`config.mk`:
```
export PLATFORM = sky130hd
export DESIGN_NAME = serial_byte_rx
export DESIGN_NICKNAME = d
export VERILOG_FILES = /design/src/rtl/serial_byte_rx_pkg.sv /design/src/rtl/serial_byte_rx_sync_2ff.sv /design/src/rtl/serial_byte_rx.sv
export SDC_FILE = /design/constraint.sdc
export NUM_CORES = 1
export LEC_CHECK = 0
export CAP_MARGIN = 20
export CORE_MARGIN = 8
export CORE_UTILIZATION = 54
export CTS_CLUSTER_SIZE = 24
export DETAILED_ROUTE_END_ITERATION = 8
export HOLD_SLACK_MARGIN = 0.12
export PLACE_DENSITY = 0.87
export SLEW_MARGIN = 20
export SYNTH_ARGS = -nofsm -noshare
export SYNTH_HDL_FRONTEND = slang
export SYNTH_HIERARCHICAL = 1
export SYNTH_SLANG_ARGS = --single-unit
```
`constraint.sdc`:
```
create_clock -name clk -period 2.13 [get_ports clk]
set_clock_uncertainty 0.1 [all_clocks]
set_input_delay 0.639 -clock clk [delete_from_list [all_inputs] [get_ports clk]]
set_output_delay 0.639 -clock clk [all_outputs]
set_load 0.02 [all_outputs]
```
`src/rtl/serial_byte_rx_pkg.sv`:
```
// Shared definitions for the serial byte receiver: default geometry and FSM state encoding.
package serial_byte_rx_pkg;

  localparam int DATA_W_DEF       = 8;
  localparam int CLKS_PER_BIT_DEF = 4;

  typedef enum logic [2:0] {
    ST_IDLE      = 3'd0,
    ST_START     = 3'd1,
    ST_DATA      = 3'd2,
    ST_STOP      = 3'd3,
    ST_WAIT_IDLE = 3'd4
  } state_t;

endpackage

```
`src/rtl/serial_byte_rx_sync_2ff.sv`:
```
// Two-flop synchroniser for a single asynchronous bit; resets to 1 so an idle-high line
// never looks like a start bit while coming out of reset.
module sync_2ff (
  input  logic clk,
  input  logic rst_n,
  input  logic d,
  output logic q
);

  logic [1:0] chain_reg;

  always_ff @(posedge clk or negedge rst_n) begin
    if (!rst_n) chain_reg <= 2'b11;
    else        chain_reg <= {chain_reg[0], d};
  end

  assign q = chain_reg[1];

endmodule

```
`src/rtl/serial_byte_rx.sv`:
```
// Serial-to-parallel receiver: start/data/stop framing, LSB first, mid-bit sampling,
// held byte output with one-cycle valid / framing-error pulses.
module serial_byte_rx
  import serial_byte_rx_pkg::*;
#(
  parameter int DATA_W       = DATA_W_DEF,
  parameter int CLKS_PER_BIT = CLKS_PER_BIT_DEF
) (
  input  logic              clk,
  input  logic              rst_n,
  input  logic              rx_in,
  input  logic              enable,
  output logic [DATA_W-1:0] a_out,
  output logic              byte_valid,
  output logic              frame_err,
  output logic              busy
);

  localparam int H     = CLKS_PER_BIT / 2;
  localparam int CNT_W = (CLKS_PER_BIT > 1) ? $clog2(CLKS_PER_BIT) : 1;
  localparam int IDX_W = $clog2(DATA_W + 1);

  localparam logic [CNT_W-1:0] CNT_HALF = CNT_W'(H - 1);
  localparam logic [CNT_W-1:0] CNT_LAST = CNT_W'(CLKS_PER_BIT - 1);
  localparam logic [IDX_W-1:0] IDX_LAST = IDX_W'(DATA_W - 1);

  logic              rx_s;
  state_t            state_reg;
  logic [CNT_W-1:0]  cnt_reg;
  logic [IDX_W-1:0]  idx_reg;
  logic [DATA_W-1:0] shift_reg;
  logic [DATA_W-1:0] a_out_reg;
  logic              byte_valid_reg;
  logic              frame_err_reg;

  sync_2ff u_sync (
    .clk   (clk),
    .rst_n (rst_n),
    .d     (rx_in),
    .q     (rx_s)
  );

  always_ff @(posedge clk or negedge rst_n) begin
    if (!rst_n) begin
      state_reg      <= ST_IDLE;
      cnt_reg        <= '0;
      idx_reg        <= '0;
      shift_reg      <= '0;
      a_out_reg      <= '0;
      byte_valid_reg <= 1'b0;
      frame_err_reg  <= 1'b0;
    end else begin
      byte_valid_reg <= 1'b0;
      frame_err_reg  <= 1'b0;
      case (state_reg)
        ST_IDLE: begin
          if (!rx_s && enable) begin
            state_reg <= ST_START;
            cnt_reg   <= '0;
          end
        end
        // Re-check the line half a bit in so a short low glitch is not taken as a start.
        ST_START: begin
          if (cnt_reg == CNT_HALF) begin
            cnt_reg <= '0;
            if (!rx_s) begin
              state_reg <= ST_DATA;
              idx_reg   <= '0;
            end else begin
              state_reg <= ST_IDLE;
            end
          end else begin
            cnt_reg <= cnt_reg + 1'b1;
          end
        end
        ST_DATA: begin
          if (cnt_reg == CNT_LAST) begin
            shift_reg <= DATA_W'({rx_s, shift_reg} >> 1);
            cnt_reg   <= '0;
            idx_reg   <= idx_reg + 1'b1;
            if (idx_reg == IDX_LAST) state_reg <= ST_STOP;
          end else begin
            cnt_reg <= cnt_reg + 1'b1;
          end
        end
        ST_STOP: begin
          if (cnt_reg == CNT_LAST) begin
            cnt_reg <= '0;
            if (rx_s) begin
              a_out_reg      <= shift_reg;
              byte_valid_reg <= 1'b1;
              state_reg      <= ST_IDLE;
            end else begin
              frame_err_reg <= 1'b1;
              state_reg     <= ST_WAIT_IDLE;
            end
          end else begin
            cnt_reg <= cnt_reg + 1'b1;
          end
        end
        // After a bad stop bit, wait for the line to go idle so a stuck-low line cannot restart.
        ST_WAIT_IDLE: begin
          if (rx_s) state_reg <= ST_IDLE;
        end
        default: state_reg <= ST_IDLE;
      endcase
    end
  end

  assign a_out      = a_out_reg;
  assign byte_valid = byte_valid_reg;
  assign frame_err  = frame_err_reg;
  assign busy       = (state_reg != ST_IDLE);

endmodule

```
Yosys cells after proc, flatten, opt, wreduce, memory -nomap -nowiden
Index checks and enable logic that the tools add are counted.

storage, ports and cells
  logic and storage cells = 59
  input port bits = 4
  bits in registers = 29

cells by class
  equal/unequal tests = 14
  muxes and demuxes = 23
  reductions and logical operators = 12
  $add $sub $neg = 2

operator list
  kind                 count
  $mux 3               7
  $pmux 3 s5           1
  $mux 4               3
  $ne 2x2->1 const B   6
  $mux 2               4
  $pmux 4 s2           1
  $eq 3x2->1 const B   2
  $mux 1               6
  $pmux 2 s3           1
  $reduce_and 6->1     1
  $reduce_bool 3->1    2
  $add 4x1->4 const B  1
  $eq 4x3->1 const B   1
  $reduce_and 2->1     2
  $reduce_and 4->1     1
  $eq 3x1->1 const B   1
  $eq 3x3->1 const B   1
  $logic_not 3->1      1
  $reduce_and 3->1     1
  $add 2x1->2 const B  1
  $eq 2x1->1 const B   1
  $eq 2x2->1 const B   1
  $ne 2x1->1 const B   1
  $reduce_bool 2->1    1
  3 further kinds      3

Depth between registers and ports, before layout
  depth after elaboration = 4
  gate-level depth with buffers = 6
  gate-level depth less buffers = 6

Hierarchy
Netlist, hierarchy kept.

by module, submodules not included
  module          cells an instance  area each (um^2)  times used
  serial_byte_rx  104                1281.2            1
  sync_2ff        2                  52.6              1

Worst setup path before layout
OpenSTA, ideal clock, no wires.

  kind = input-to-reg
  start = input enable
  end = register state_reg[1]
  setup slack = 365 ps
  data required time = 1909 ps
  setup time = 121 ps
  arrival time = 1544 ps
  stages on the path = 4
  cells stage by stage = or3b_1 > a32oi_1 > o311ai_1 > a22o_1

on the way
  longest elaborated chain between the ends = 3

ends and longest elaborated chain
  what                               RTL line              text
  from (decl)                        serial_byte_rx.sv:12  input logic enable,
  $logic_and 1x1->1                  serial_byte_rx.sv:57  if (!rx_s && enable) begin
  $ne 2x2->1 (no source line)        --
  $reduce_and 6->1 (no source line)  --
  to (signal assigned)               serial_byte_rx.sv:58  state_reg <= ST_START;
  to (signal assigned)               serial_byte_rx.sv:67  state_reg <= ST_DATA;
  to (signal assigned)               serial_byte_rx.sv:70  state_reg <= ST_IDLE;
  to (decl)                          serial_byte_rx.sv:28  state_t state_reg;

Every way passes these cells.
A chain may end at the register's enable or synchronous reset.

Worst setup path in the final report
  start = register a_out_reg[3] (netlist: a_out[3])
  end = output a_out[3]

RTL lines
  what                    RTL line              text
  from (decl)             serial_byte_rx.sv:32  logic [DATA_W-1:0] a_out_reg;
  from (signal assigned)  serial_byte_rx.sv:90  a_out_reg <= shift_reg;
  to (decl)               serial_byte_rx.sv:13  output logic [DATA_W-1:0] a_out,

No word-level cell between the ends.

==> results.yml <==
drt:
  ant_nets: 0
  wire_per_inst_um: 15.6
  wl_um: 2470
  viasPerCell: 5.63
  drt_iter0_markers: 21
  vias: 890
  drc: 0
  drt_pass1_iterations: 6
critical_path:
  path_delay_family: "buffers and inverters"
  worst-r2r-cell-count: 5
  crit_path_end_kind: "output pin"
  crit_type: "flop to output pin"
  r2r-end: "state_reg[1]"
  max_stage_delay_ns: 0.61
  crit_buf_inv: 1
  path_cells: "clkdlybuf4s50_1"
  rrSetupSlack_ns: 0.28
  critical_path_required_ns: 1.39
  start_kind: "flop"
  cp_max_fo: 2
  crit_slowest_cell: "clkdlybuf4s50_1"
  r2r_start: "state_reg[2]"
  crit_arrival_ns: 1.31
  worst-path-stages: 1
logic_synthesis:
  yosysWarningCount: 6
  synth.ff_latch_count: 29
  synth_area_sq_um: 1330
  syn_inst: 106
  syn-num-nets: 115
  ys_seq_area_share_pct: 54.6
  syn_avg_cell_area_sq_um: 12.6
  yosysUniqueCellTypes: 32
hold_path:
  hold_path.class: "flop to flop"
  hold_depth: 0
  min_from: "u_sync/chain_reg[0]"
  whs_endpoint: "u_sync/chain_reg[1]"
finish:
  drive_above_1_share_pct: 27.3
  synthToLayoutAreaGrowth_pct: 17.2
  fillCellCount: 179
  fin_nets: 136
  fin_area_sq_um: 1560
  diodes: 0
timing:
  worst_slew_pin_slew_ns: 0.441
  post-route-min-period_ns: 2.05
  hold_viol: 0
  setup_slack_ns: 0.0787
  rsz0062_at_grt: "false"
  maxSlewViolCount: 0
  finalSetupViolations: 0
  fmax_mhz: 487
  slew_headroom_pct: 70.1
  tns_ns: 0
  period_share_pct: 96.3
clocking:
  postCtsResizedCells: 2
  cts_tree: "done"
  clk_transition_reported_paths_ns: 0.10
  post_cts_buffers: 0
  clock-root-buffer: "clkbuf_4"
  cts.sink_count: 29
  ctsHoldBuffers: 0
  numCtsBuffers: 5
  cts_buffer_depth: 2
  cts_max_level: 2
  clock_latency_ns: 0.33
status:
  status: "complete, no violations"
floorplan:
  start_util_pct: 55.3
  dieWidth_um: 65.7
  fp.dieH_um: 65.7
  io_pins: 15
  coreArea_sq_um: 2410
  dieArea_sq_um: 4320
  rows: 18
power:
  cellLeakagePower_nw: 0.729
  power.density_nw_per_um2: 915
  irDropWorstVdd_uv: 585
global_routing:
  first_global_vias: 914
  grt_use_met3_pct: 4.76
  track_usage_pct: 12.8
  grt-busiest-layer: "met2"
  antenna_found_initial: 0
  met1_usage_pct: 13.0
  grt_overflow: 0
  grt_max_degree: 30
  grt_first_pass_wirelength_um: 4160
  use_met2_pct: 21.3
place:
  routabilityCongestion: 0.796
  post_dp_cell_area_sq_um: 1510
  preCtsSetupSlack_ns: -0.207
  hpwl_um: 1710
  port-buffer-count: 14
run:
  maxCapViolCount: 0
-- area by class of cell --
| class | instances | area (sq um) | area share (%) |
|---|---|---|---|
| Sequential cell | 29 | 728 | 46.6 |
| Multi-Input combinational cell | 68 | 554 | 35.5 |
| Timing Repair Buffer | 18 | 169 | 10.8 |
| Clock buffer | 5 | 37.5 | 2.40 |
| Tap cell | 30 | 37.5 | 2.40 |
| Inverter | 5 | 18.8 | 1.20 |
| Clock inverter | 3 | 17.5 | 1.12 |
-- per-layer routing --
metal,up-vias,wire length (um)
met5,-,0
li1,419,-
met2,27,1240
met1,435,1000
met4,0,65
met3,9,161
-- where the power goes --
group	total, mW	internal [mW]	switching, mW
Combinational	0.459	0.198	0.261
Clock	0.316	0.124	0.192
Sequential	0.655	0.605	0.0502
Total	1.43	0.927	0.503
-- worst reg2reg max path: cells and delay by family (launching register included) --
| family | cells | cell delay, ns |
|---|---|---|
| buffers and inverters | 1 | 0.18 |
| flip-flops | 1 | 0.41 |
| AND/OR/NAND/NOR | 1 | 0.37 |
| AO/OA/AOI/OAI | 3 | 0.68 |
-- metrics by stage --
stage / power, mW / utilization, % / hold WS, ns / cells
5_1_grt: 1.52 / 64.8 / 0.268 / 158
2_1_floorplan: 1.00 / - / 0.243 / 106
3_3_place_gp: 1.10 / 62.5 / 0.250 / 150
6_report: 1.43 / 64.8 / 0.263 / 158
3_5_place_dp: 1.12 / 62.5 / 0.250 / 150
4_1_cts: 1.45 / 64.8 / 0.267 / 158
-- cells in the final DEF, fill, tap and decap left out, types with 2 or more instances in the layout --
cell type and n:
a21o_2 2, buf_4 4, clkbuf_4 5, clkdlybuf4s50_1 13, clkinv_2 2, dfrtp_1 27, dfstp_2 2, ha_1 5
inv_1 5, mux2_2 16, nand2_1 9, nand2b_1 3, nand3b_1 3, nand4bb_1 2, nor2_1 3, o21ai_0 4
o31ai_1 4
-- worst max path at each step --
stage / end / from
2_1_floorplan: state_reg[1] / enable
3_3_place_gp: state_reg[1] / enable
3_5_place_dp: state_reg[1] / enable
4_1_cts: busy / state_reg[0]
5_1_grt: busy / state_reg[0]
6_report: a_out[3] / a_out[3]
-- cell usage after synthesis --
cell type	count	area, sq um
nor2b_1	1	6.26
ha_1	5	62.6
buf_4	1	7.51
nand2b_1	3	18.8
inv_1	5	18.8
buf_2	1	5.00
and3_1	1	6.26
a32o_1	1	10.0
dfstp_2	2	52.6
dfrtp_1	27	676
or3b_1	1	8.76
o31ai_1	4	30.0
buf_6	2	22.5
nand3b_1	3	22.5
nand3_1	1	5.00
a32oi_1	1	8.76
mux2i_1	1	10.0
a211oi_1	1	7.51
a22o_1	1	8.76
nor2_1	4	15.0
o21ai_1	1	5.00
nor3b_1	1	7.51
o21ai_0	4	20.0
and2b_4	1	10.0
nor2_4	1	11.3
o311ai_1	1	8.76
a2bb2oi_1	1	8.76
a21o_2	2	17.5
nand4bb_1	2	22.5
mux2_2	16	180
nand2_1	9	33.8
a31oi_1	1	6.26
-- logic make-up after synthesis --
group	count (synthesis)	synth area share, %
AND/OR/NAND/NOR	28	12.6
flip-flops	29	54.6
buffers and inverters	9	4.03
adder cells (fa/ha/maj)	5	4.69
AO/OA/AOI/OAI	18	9.85
multiplexers	17	14.3
Power figures use the tool's default switching activity.
